--- src/rtl/afe_spi_driver_pkg.sv ---
// afe_spi_driver_pkg: rate and width helpers shared by the AFE SPI driver files.
package afe_spi_driver_pkg;

    function automatic int half_ticks(input int clk_rate, input int spi_rate);
        return (clk_rate + 2 * spi_rate - 1) / (2 * spi_rate);
    endfunction

    function automatic int width_of(input int n);
        return (n > 1) ? $clog2(n) : 1;
    endfunction

endpackage

--- src/rtl/afe_spi_driver_tick_gen.sv ---
// spi_tick_gen: reloadable down-counter; done_o is high on the last of N cycles after a load.
module spi_tick_gen #(
    parameter int N = 10
) (
    input  logic clk_i,
    input  logic rst_ni,
    input  logic load_i,
    output logic done_o
);
    localparam int W = $clog2(N + 1);

    logic [W-1:0] cnt_q, cnt_d;

    always_comb cnt_d = load_i ? W'(N - 1) : (cnt_q != '0) ? cnt_q - 1'b1 : cnt_q;

    always_ff @(posedge clk_i or negedge rst_ni) begin
        if (!rst_ni) cnt_q <= '0;
        else cnt_q <= cnt_d;
    end

    assign done_o = (cnt_q == '0);

endmodule

--- src/rtl/afe_spi_driver.sv ---
// afe_spi_driver: shifts one latched word MSB-first onto the selected AFE SPI bus,
// then strobes latch-enable; every state lasts HALF_TICKS sysClk cycles.
module afe_spi_driver
    import afe_spi_driver_pkg::*;
#(
    parameter int CLK_RATE      = 99999001,
    parameter int SPI_RATE      = 5000000,
    parameter int CHANNEL_COUNT = 2,
    parameter int DATA_WIDTH    = 24
) (
    input  logic                                 sysClk,
    input  logic                                 sysReset_n,
    input  logic                                 start,
    input  logic [width_of(CHANNEL_COUNT)-1:0]   channel,
    input  logic [DATA_WIDTH-1:0]                data,
    output logic                                 busy,
    output logic                                 dropped,
    output logic [CHANNEL_COUNT-1:0]             spi_clk,
    output logic [CHANNEL_COUNT-1:0]             spi_sdi,
    output logic [CHANNEL_COUNT-1:0]             spi_le
);
    localparam int HALF_TICKS = half_ticks(CLK_RATE, SPI_RATE);
    localparam int CW         = width_of(CHANNEL_COUNT);
    localparam int BW         = width_of(DATA_WIDTH);

    typedef enum logic [2:0] {IDLE, CLK_LO, CLK_HI, GAP, LE, HOLD} state_t;

    if (HALF_TICKS < 1) begin : g_bad_rate
        $error("HALF_TICKS must be at least 1");
    end

    state_t                   state_q;
    logic [DATA_WIDTH-1:0]    sh_q, sh_nx;
    logic [BW-1:0]            bit_q;
    logic [CW-1:0]            ch_q;
    logic                     busy_q, dropped_q;
    logic [CHANNEL_COUNT-1:0] clk_q, sdi_q, le_q;
    logic [CHANNEL_COUNT-1:0] sel, acc_sel;
    logic                     accept, load, done;

    assign accept  = start && state_q == IDLE && int'(channel) < CHANNEL_COUNT;
    assign load    = accept || (state_q != IDLE && state_q != HOLD && done);
    assign sel     = CHANNEL_COUNT'(1) << ch_q;
    assign acc_sel = CHANNEL_COUNT'(1) << channel;
    assign sh_nx   = sh_q << 1;

    spi_tick_gen #(.N(HALF_TICKS)) u_tick (
        .clk_i  (sysClk),
        .rst_ni (sysReset_n),
        .load_i (load),
        .done_o (done)
    );

    // SDI changes on the same edge that drops CLK, so the AFE sees a full half-period of setup and hold
    always_ff @(posedge sysClk or negedge sysReset_n) begin
        if (!sysReset_n) begin
            state_q   <= IDLE;
            sh_q      <= '0;
            bit_q     <= '0;
            ch_q      <= '0;
            busy_q    <= 1'b0;
            dropped_q <= 1'b0;
            clk_q     <= '0;
            sdi_q     <= '0;
            le_q      <= '0;
        end else begin
            dropped_q <= start && !accept;
            case (state_q)
                IDLE: if (accept) begin
                    state_q <= CLK_LO;
                    busy_q  <= 1'b1;
                    ch_q    <= channel;
                    sh_q    <= data;
                    bit_q   <= BW'(DATA_WIDTH - 1);
                    sdi_q   <= data[DATA_WIDTH-1] ? acc_sel : '0;
                end
                CLK_LO: if (done) begin
                    state_q <= CLK_HI;
                    clk_q   <= sel;
                end
                CLK_HI: if (done) begin
                    clk_q <= '0;
                    if (bit_q == '0) begin
                        state_q <= GAP;
                        sdi_q   <= '0;
                    end else begin
                        state_q <= CLK_LO;
                        bit_q   <= bit_q - 1'b1;
                        sh_q    <= sh_nx;
                        sdi_q   <= sh_nx[DATA_WIDTH-1] ? sel : '0;
                    end
                end
                GAP: if (done) begin
                    state_q <= LE;
                    le_q    <= sel;
                end
                LE: if (done) begin
                    state_q <= HOLD;
                    le_q    <= '0;
                end
                HOLD: if (done) begin
                    state_q <= IDLE;
                    busy_q  <= 1'b0;
                end
                default: state_q <= IDLE;
            endcase
        end
    end

    assign busy    = busy_q;
    assign dropped = dropped_q;
    assign spi_clk = clk_q;
    assign spi_sdi = sdi_q;
    assign spi_le  = le_q;

endmodule

--- config.mk ---
export PLATFORM = sky130hd
export DESIGN_NAME = afe_spi_driver
export DESIGN_NICKNAME = d
export VERILOG_FILES = /design/src/rtl/afe_spi_driver_pkg.sv /design/src/rtl/afe_spi_driver_tick_gen.sv /design/src/rtl/afe_spi_driver.sv
export SDC_FILE = /design/constraint.sdc
export NUM_CORES = 1
export LEC_CHECK = 0
export ABC_AREA = 1
export ABC_CLOCK_PERIOD_IN_PS = 3000
export CAP_MARGIN = 20
export CORE_MARGIN = 4
export CORE_UTILIZATION = 50
export CTS_CLUSTER_SIZE = 28
export DETAILED_ROUTE_END_ITERATION = 7
export PLACE_DENSITY = 0.8
export SLEW_MARGIN = 10
export SYNTH_ARGS = -nofsm -noshare
export SYNTH_HDL_FRONTEND = slang
export SYNTH_SLANG_ARGS = --single-unit
--- constraint.sdc ---
create_clock -name sysClk -period 3 [get_ports sysClk]
set_input_delay 0.6 -clock sysClk [delete_from_list [all_inputs] [get_ports sysClk]]
set_output_delay 0.6 -clock sysClk [all_outputs]
set_load 0.05 [all_outputs]
# After elaboration in Yosys (flattened, before gate mapping)
# Cells that the tools add are included.
# Widths: inputs -> output; s select.
# word_totals
ff_bits	44
inputBits	28
out_inout_bits	8
elab_cells	81
# classes
n_addsub	2
n_eq_ne	13
shift	2
n_mux	31
n_reduce_logical	23
# ops
cell	count
$mux 23	3
$pmux 23 s2	1
$mux 3	6
$pmux 3 s6	1
$mux 2	8
$mux 5	3
$ne 2x2->1 const B	7
$pmux 2 s2	3
$reduce_and 3->1	4
$pmux 5 s2	1
$reduce_bool 2->1	5
$mux 4	2
$eq 3x2->1 const B	2
$eq 3x3->1 const B	2
$reduce_and 6->1	1
$logic_not 5->1	1
$sub 5x1->5 const B	1
$logic_and 1x1->1	4
$logic_not 4->1	1
$reduce_and 4->1	1
$reduce_bool 4->1	1
$shl 1x1->2 const A	2
$sub 4x1->4 const B	1
$eq 3x1->1 const B	1
8 further kinds	9

# Longest topological paths before layout
# Gate-level depths: netlist of the first run.
# depth
ltp_word	5
mapped_depth	10
mapped_depth_nobuf	9

# Cells and area by module
# Synthesis of the first run repeated with hierarchy kept, for this count alone.
# hier_totals
hier_cells	338
area_unflattened_um2	2468.6
# by_module_without_submodules
module	instances	cells_per_inst	area_per_inst_um2	seq_area_each_um2
afe_spi_driver	1	310	2240.9	1001.0
spi_tick_gen	1	28	227.7	100.1

# Worst setup path after synthesis of the first run
# OpenSTA, ideal clock, no wires.
# synth_timing
kind	flip-flop to flip-flop
start	register u_tick.cnt_q[0]
end	register bit_q[2]
setup_time_ps	117
arrival_time_ps	1384
required_ps	2883
slack_ps	1499
path_stages_with_launch	11
path_buffers	1
synth_period_minus_slack_ps	1501
path_cell_list	dfrtp_1 -> inv_1 -> ha_1 -> nand2_1 -> nor2_2 -> nor2_1 -> nor2_4 -> nand2_4 -> buf_2 -> nand2_1 -> nand2_1
# synth_via
elab_chain_cells	3
# synth_rtl
item	line_no	rtl
start, declared	afe_spi_driver_tick_gen.sv:12	logic [W-1:0] cnt_q, cnt_d;
start signal, assigned	afe_spi_driver_tick_gen.sv:18	else cnt_q <= cnt_d;
$logic_not 4->1	afe_spi_driver_tick_gen.sv:21	assign done_o = (cnt_q == '0);
$ne 2x2->1 (no source line)	-	
$reduce_and 4->1 (no source line)	-	
end signal, assigned	afe_spi_driver.sv:74	bit_q <= BW'(DATA_WIDTH - 1);
end signal, assigned	afe_spi_driver.sv:88	bit_q <= bit_q - 1'b1;
end, declared	afe_spi_driver.sv:34	logic [BW-1:0] bit_q;
# No other way between the ends.
# A chain may end at the register's enable or synchronous reset.

# Worst setup path in the final report of the first run
# layout_timing
start	register clk_q[0] (netlist: spi_clk[0])
end	output port spi_clk[0]
# layout_lines
item	line_no	rtl
start, declared	afe_spi_driver.sv:37	logic [CHANNEL_COUNT-1:0] clk_q, sdi_q, le_q;
start signal, assigned	afe_spi_driver.sv:79	clk_q <= sel;
end, declared	afe_spi_driver.sv:18	output logic [CHANNEL_COUNT-1:0] spi_clk,
# No word-level cell between the ends.

==> results of run 1 <==
==> cell usage in the layout (no fill, tap or decap), types with 3 or more instances in the layout <==
master,n
o21ai_0,13
inv_1,17
ha_1,3
buf_4,3
nand3_1,40
nor2_1,15
clkbuf_8,7
clkdlybuf4s50_1,34
dfrtp_1,44
nand2_1,171
nand3b_1,3
inv_2,3
==> worst paths after layout <==
kind,start,to,slack [ps],cells after the start
hold / removal,sysReset_n,sh_q[18],200,1
hold reg to reg,sh_q[17],sh_q[17],480,2
setup reg to reg,bit_q[0],sh_q[15],970,8
min in group sysClk,sh_q[17],sh_q[17],480,2
setup / recovery,spi_clk[0],spi_clk[0],940,1
max in group asynchronous,sysReset_n,bit_q[2],2320,2
==> per-layer routing <==
metal | part of all wire | GRT usage | wire, um
met5 | 0 | 0 | 0
met2 | 0.49 | 0.295 | 2390
met4 | 0.0086 | 0.0587 | 42
met1 | 0.45 | 0.211 | 2220
met3 | 0.050 | 0.0394 | 245
==> synth_stat cells <==
master,count,area share
nand2_1,171,0.27
nand2_4,1,0.0047
a21oi_1,2,0.0041
nand2_2,2,0.0052
inv_1,17,0.026
buf_6,6,0.028
nand3_1,40,0.083
nor2_4,2,0.0093
nand3_2,2,0.0083
nor2_2,2,0.0052
ha_1,3,0.016
o22ai_1,1,0.0026
nand3b_1,3,0.0093
buf_2,7,0.014
xnor2_1,1,0.0036
nand4_1,1,0.0026
inv_2,3,0.0047
clkbuf_1,2,0.0031
dfrtp_1,44,0.46
nor2_1,15,0.023
o21ai_0,13,0.027
==> flip-flops by register name, indices dropped and copies added, names as in the netlist <==
name,flops
spi_le,2
spi_clk,2
sh_q,23
dropped,1
bit_q,5
busy,1
ch_q,1
state_q,3
spi_sdi,2
u_tick.cnt_q,4
==> per-stage QoR <==
stage	power (mW)	hold WS, ps	utilization	cell area (um2)
finish	2.98	199	0.610	2860
global route	3.28	213	0.610	2860
CTS	3.01	479	0.606	2840
detailed placement	2.61	459	0.585	2750
global placement	2.55	454	0.585	2750
floorplan	2.34	304	-	2420
==> area by class of cell <==
cell class / count / area, um2 / area share
Multi-Input combinational cell: 259 / 1130 / 0.396
Timing Repair Buffer: 39 / 388 / 0.136
Sequential cell: 44 / 1100 / 0.385
Inverter: 20 / 75.1 / 0.0262
Tap cell: 54 / 67.6 / 0.0236
Clock buffer: 7 / 96.3 / 0.0337
==> cell families after synthesis <==
kind of cell,Yosys count
flip-flops,44
adder cells (fa/ha/maj),3
XOR/XNOR,1
AO/OA/AOI/OAI,16
buffers and inverters,35
AND/OR/NAND/NOR,239
==> power by group <==
part / internal, mW / switching, mW
sequential: 0.867 / 0.182
clock: 0.205 / 0.190
combinational: 0.517 / 1.02
==> flow_summary_export.csv, run 1 <==
group,metric,value,unit
yosys,synthCells,338,
setup_path,setup.worst_path.start_class,"flop",
grt,grt_overflow_total,0,
timing,setup-tns-final,0,ps
die,initial_utilization,0.516,
timing,final_critical_path_setup_slack,944,ps
layout,fillCellCount,431,
layout,drive_above_1_share,0.0650,
yosys,synth_cell_types,21,
cts,cts.clk_slew.worst_paths,80,ps
drt,drt_wl_total,4.90,mm
cts,post_cts_resized,0,
drt,firstDrtPassIters,4,
cts,tritoncts,"done",
timing,fin_skew,3.41,ps
layout,syn2layout_area_growth,18.3,%
cts,insertion_delay,290,ps
timing,grt_setup_unrepaired,"no",
cts,cts_max_level,2,
setup_path,worst_setup_path_end_kind,"primary output",
timing,worst_pin_slew,570,ps
grt,grt_max_degree,45,
yosys,syn_nets,369,
yosys,synth_seq_area_share,0.455,
yosys,synth-compound-area-share,0.0336,
cts,clock_tree.root_cell,"clkbuf_8",
yosys,synth_xor_xnor_area_share,0.00362,
grt,via_count_of_the_first_global_routing_pass,1906,
timing,final_period_minus_worst_setup_slack,2060,ps
drt,avgViaCountPerCell,5.04,
yosys,synth-warning-count,0,
place,pre_cts_ws,873,ps
setup_path,critPathRequiredTime,2400,ps
grt,global_route_wire_length_before_repair,8.39,mm
power,power_leakage,1.55,nW
setup_path,critical_path_buf_inv_count,1,
yosys,synth_mux_area_frac,0,
timing,fin_crit_sh,0.685,
die,core_area,0.00469,mm2
setup_path,slowest_stage,"clkdlybuf4s50_1",
layout,insertedDiodeCount,0,
place,io_buffer_count,35,
power,vdd.ir_drop.worst,0.000417,V
yosys,avgSynthCellArea,7.16,um2
yosys,synth-seq-cells,44,
setup_path,worst-path-max-fanout,2,
power,power-per-cell-area,1040,mW/mm2
run_status,run_status,"completed",
drt,ant_nets,0,
yosys,syn_area,0.00242,mm2
setup_path,cp_cell_sequence,"clkdlybuf4s50_1",
timing,max_clock_freq,486,MHz
cts,cts_inserted_buffers,5,
die,die-width,77.6,um
setup_path,timing_worst_setup_path_type,"reg -> out",
place,hpwlAfterDp,3.23,mm
yosys,synth_adder_area_share,0.0155,
drt,drt-wirelength-per-cell,11.6,um
place,place.detailed.instances,415,
layout,finish.cell_count_without_fillers,423,
drt,route.vias.total,2131,
yosys,synth_simple_gate_area_share,0.416,
cts,cts_sinks,44,
die,chipHeight,77.6,um
die,row_count,25,
run,cap_violations,0,
cts,cts_setup_buffers,0,
setup_path,dominant_delay_contributor_by_cell_family_on_the_critical_path,"buffers and inverters",
setup_path,arrival,1460,ps
drt,drt_drc_violations_left,0,
setup_path,critical_path.max_stage_delay,800,ps
yosys,synth_top_family_by_area,"simple AND/OR/NAND/NOR gates",
cts,cts.hold.buffers_added,0,
layout,finalNetCount,400,
timing,slew_violations,0,
timing,final-setup-viol-count,0,
timing,slew_headroom,0.619,
cts,buffer_depth_of_the_longest_clock_path,2,
grt,initial_antenna_violation_count,0,
timing,hold_violations,0,
drt,initialDrtViolationCount,145,
die,num_io_pins,36,
grt,grt_use_total,0.171,
die,die-area,0.00602,mm2
min_path,hold_class,"in -> async",
place,place_congestion,0.828,
No activity file was read; power rests on OpenSTA's default activity.
==> inputs of run 2 (changes only) <==
- ABC_CLOCK_PERIOD_IN_PS: 3000 -> 2060
- clock period: 3 -> 2.06 ns (I/O delays scaled with it)
==> run 2 against run 1 <==
Effect of this change:
- total power grew 49%
- sequential power grew 46%
- register-to-register slack lost 610 ps
- non-clock buffer count grew 3
- die area is the same
- combinational power grew 51%
- routed wire length grew 3.4%
- count of clock-buffer cells in the layout is the same
- critical path type unchanged
- largest cell class unchanged
- largest power group unchanged
==> flow_summary_export.csv, run 2 (same netlist as run 1, synthesis figures left out) <==
group,metric,value,unit
setup_path,slowest_stage,"clkdlybuf4s50_1",
die,core_area,0.00469,mm2
cts,insertion_delay,290,ps
cts,tritoncts,"done",
drt,route.vias.total,2179,
timing,final-setup-viol-count,0,
power,power_leakage,1.56,nW
timing,fin_skew,8.80,ps
cts,clock_tree.root_cell,"clkbuf_8",
place,place_congestion,0.862,
cts,cts_max_level,2,
power,vdd.ir_drop.worst,0.000866,V
run,cap_violations,0,
layout,drive_above_1_share,0.0726,
setup_path,arrival,1450,ps
setup_path,cp_cell_sequence,"clkdlybuf4s50_1",
layout,finish.cell_count_without_fillers,426,
timing,timing.hold.ws,51.0,ps
drt,drt_wl_total,5.07,mm
grt,grt_overflow_total,0,
layout,largest_reg_flops,23,
drt,firstDrtPassIters,4,
timing,slew_headroom,0.672,
setup_path,setup.worst_path.start_class,"flop",
die,row_count,25,
setup_path,cp.depth,1,
layout,layout_commonest_cell,"nand2_1",
setup_path,critPathRequiredTime,1650,ps
setup_path,worst_setup_path_end_kind,"primary output",
setup_path,critical_path_buf_inv_count,1,
cts,cts.hold.buffers_added,0,
setup_path,critical_path.max_stage_delay,800,ps
cts,cts.clk_slew.worst_paths,80,ps
grt,grt_use_total,0.176,
cts,post_cts_resized,0,
run_status,run_status,"completed",
drt,initialDrtViolationCount,192,
grt,initial_antenna_violation_count,0,
drt,drt-wirelength-per-cell,11.9,um
die,die-area,0.00602,mm2
timing,worst_pin_slew,490,ps
grt,via_count_of_the_first_global_routing_pass,2043,
power,power-per-cell-area,1540,mW/mm2
setup_path,timing_worst_setup_path_type,"reg -> out",
drt,drt_drc_violations_left,0,
die,die-width,77.6,um
timing,fin_crit_sh,0.903,
die,chipHeight,77.6,um
timing,setup-tns-final,0,ps
timing,grt_setup_unrepaired,"no",
cts,buffer_depth_of_the_longest_clock_path,2,
timing,hold_violations,0,
cts,cts_inserted_buffers,5,
layout,syn2layout_area_growth,19.2,%
layout,largestRegisters,"sh_q (23), bit_q (5), u_tick.cnt_q (4)",
timing,final_period_minus_worst_setup_slack,1860,ps
layout,fillCellCount,415,
timing,slew_violations,0,
layout,finalNetCount,403,
drt,avgViaCountPerCell,5.12,
place,place.detailed.instances,419,
grt,global_route_wire_length_before_repair,8.72,mm
place,io_buffer_count,35,
layout,mostFrequentLayoutCells,"nand2_1, dfrtp_1, nand3_1",
cts,cts_sinks,44,
timing,max_clock_freq,538,MHz
setup_path,worst-path-max-fanout,2,
layout,largest_register,"sh_q",
grt,grt_max_degree,31,
min_path,hold_class,"in -> async",
drt,ant_nets,0,
cts,cts_setup_buffers,0,
setup_path,dominant_delay_contributor_by_cell_family_on_the_critical_path,"buffers and inverters",
layout,insertedDiodeCount,0,
place,hpwlAfterDp,3.61,mm
setup_path,timing.reg2reg.worst_path_depth,8,
layout,finish.utilization,0.615,
die,initial_utilization,0.516,
die,num_io_pins,36,
-- run 2: changes by cell type in the layout (fill, tap and decap cells not counted), sizes merged --
| cell | delta |
|---|---|
| buf | +3 |
-- run 2: power breakdown --
part | internal [mW] | leakage [nW] | switching, mW
Combinational | 0.806 | 0.970 | 1.53
Sequential | 1.26 | 0.544 | 0.267
Clock | 0.299 | 0.0503 | 0.283
-- run 2: layout make-up --
| cell class | instances | area, um2 | area share |
|---|---|---|---|
| inverters | 20 | 75.1 | 0.0260 |
| multi-input cells | 259 | 1130 | 0.393 |
| repair buffers | 42 | 410 | 0.142 |
| clock buffers | 7 | 96.3 | 0.0334 |
| flip-flops and latches | 44 | 1100 | 0.382 |
| well taps | 54 | 67.6 | 0.0234 |
-- run 2: through the flow --
| step | total power [mW] | worst slack [ps] | cell area, um2 |
|---|---|---|---|
| global placement | 3.78 | 284 | 2790 |
| finish | 4.45 | 200 | 2880 |
| global route | 4.86 | 152 | 2880 |
| floorplan | 3.41 | 559 | 2420 |
| CTS | 4.47 | 188 | 2880 |
| detailed placement | 3.88 | 235 | 2790 |
-- run 2: worst paths after layout --
kind                            start         end  slack [ps]
max                        spi_clk[1]  spi_clk[1]         200
min                        sysReset_n     sh_q[1]          50
max reg2reg                  bit_q[0]     sh_q[9]         360
min reg2reg                  sh_q[14]    sh_q[14]         480
max in group asynchronous  sysReset_n    sh_q[21]        1450
min in group sysClk          sh_q[14]    sh_q[14]         480
-- run 2: metal layers --
| layer | up-vias | share of wire | global-route usage |
|---|---|---|---|
| li1 | 1117 | - | - |
| met1 | 1006 | 0.47 | 0.224 |
| met2 | 49 | 0.48 | 0.305 |
| met3 | 7 | 0.035 | 0.0255 |
| met4 | 0 | 0.014 | 0.0641 |
| met5 | - | 0 | 0 |
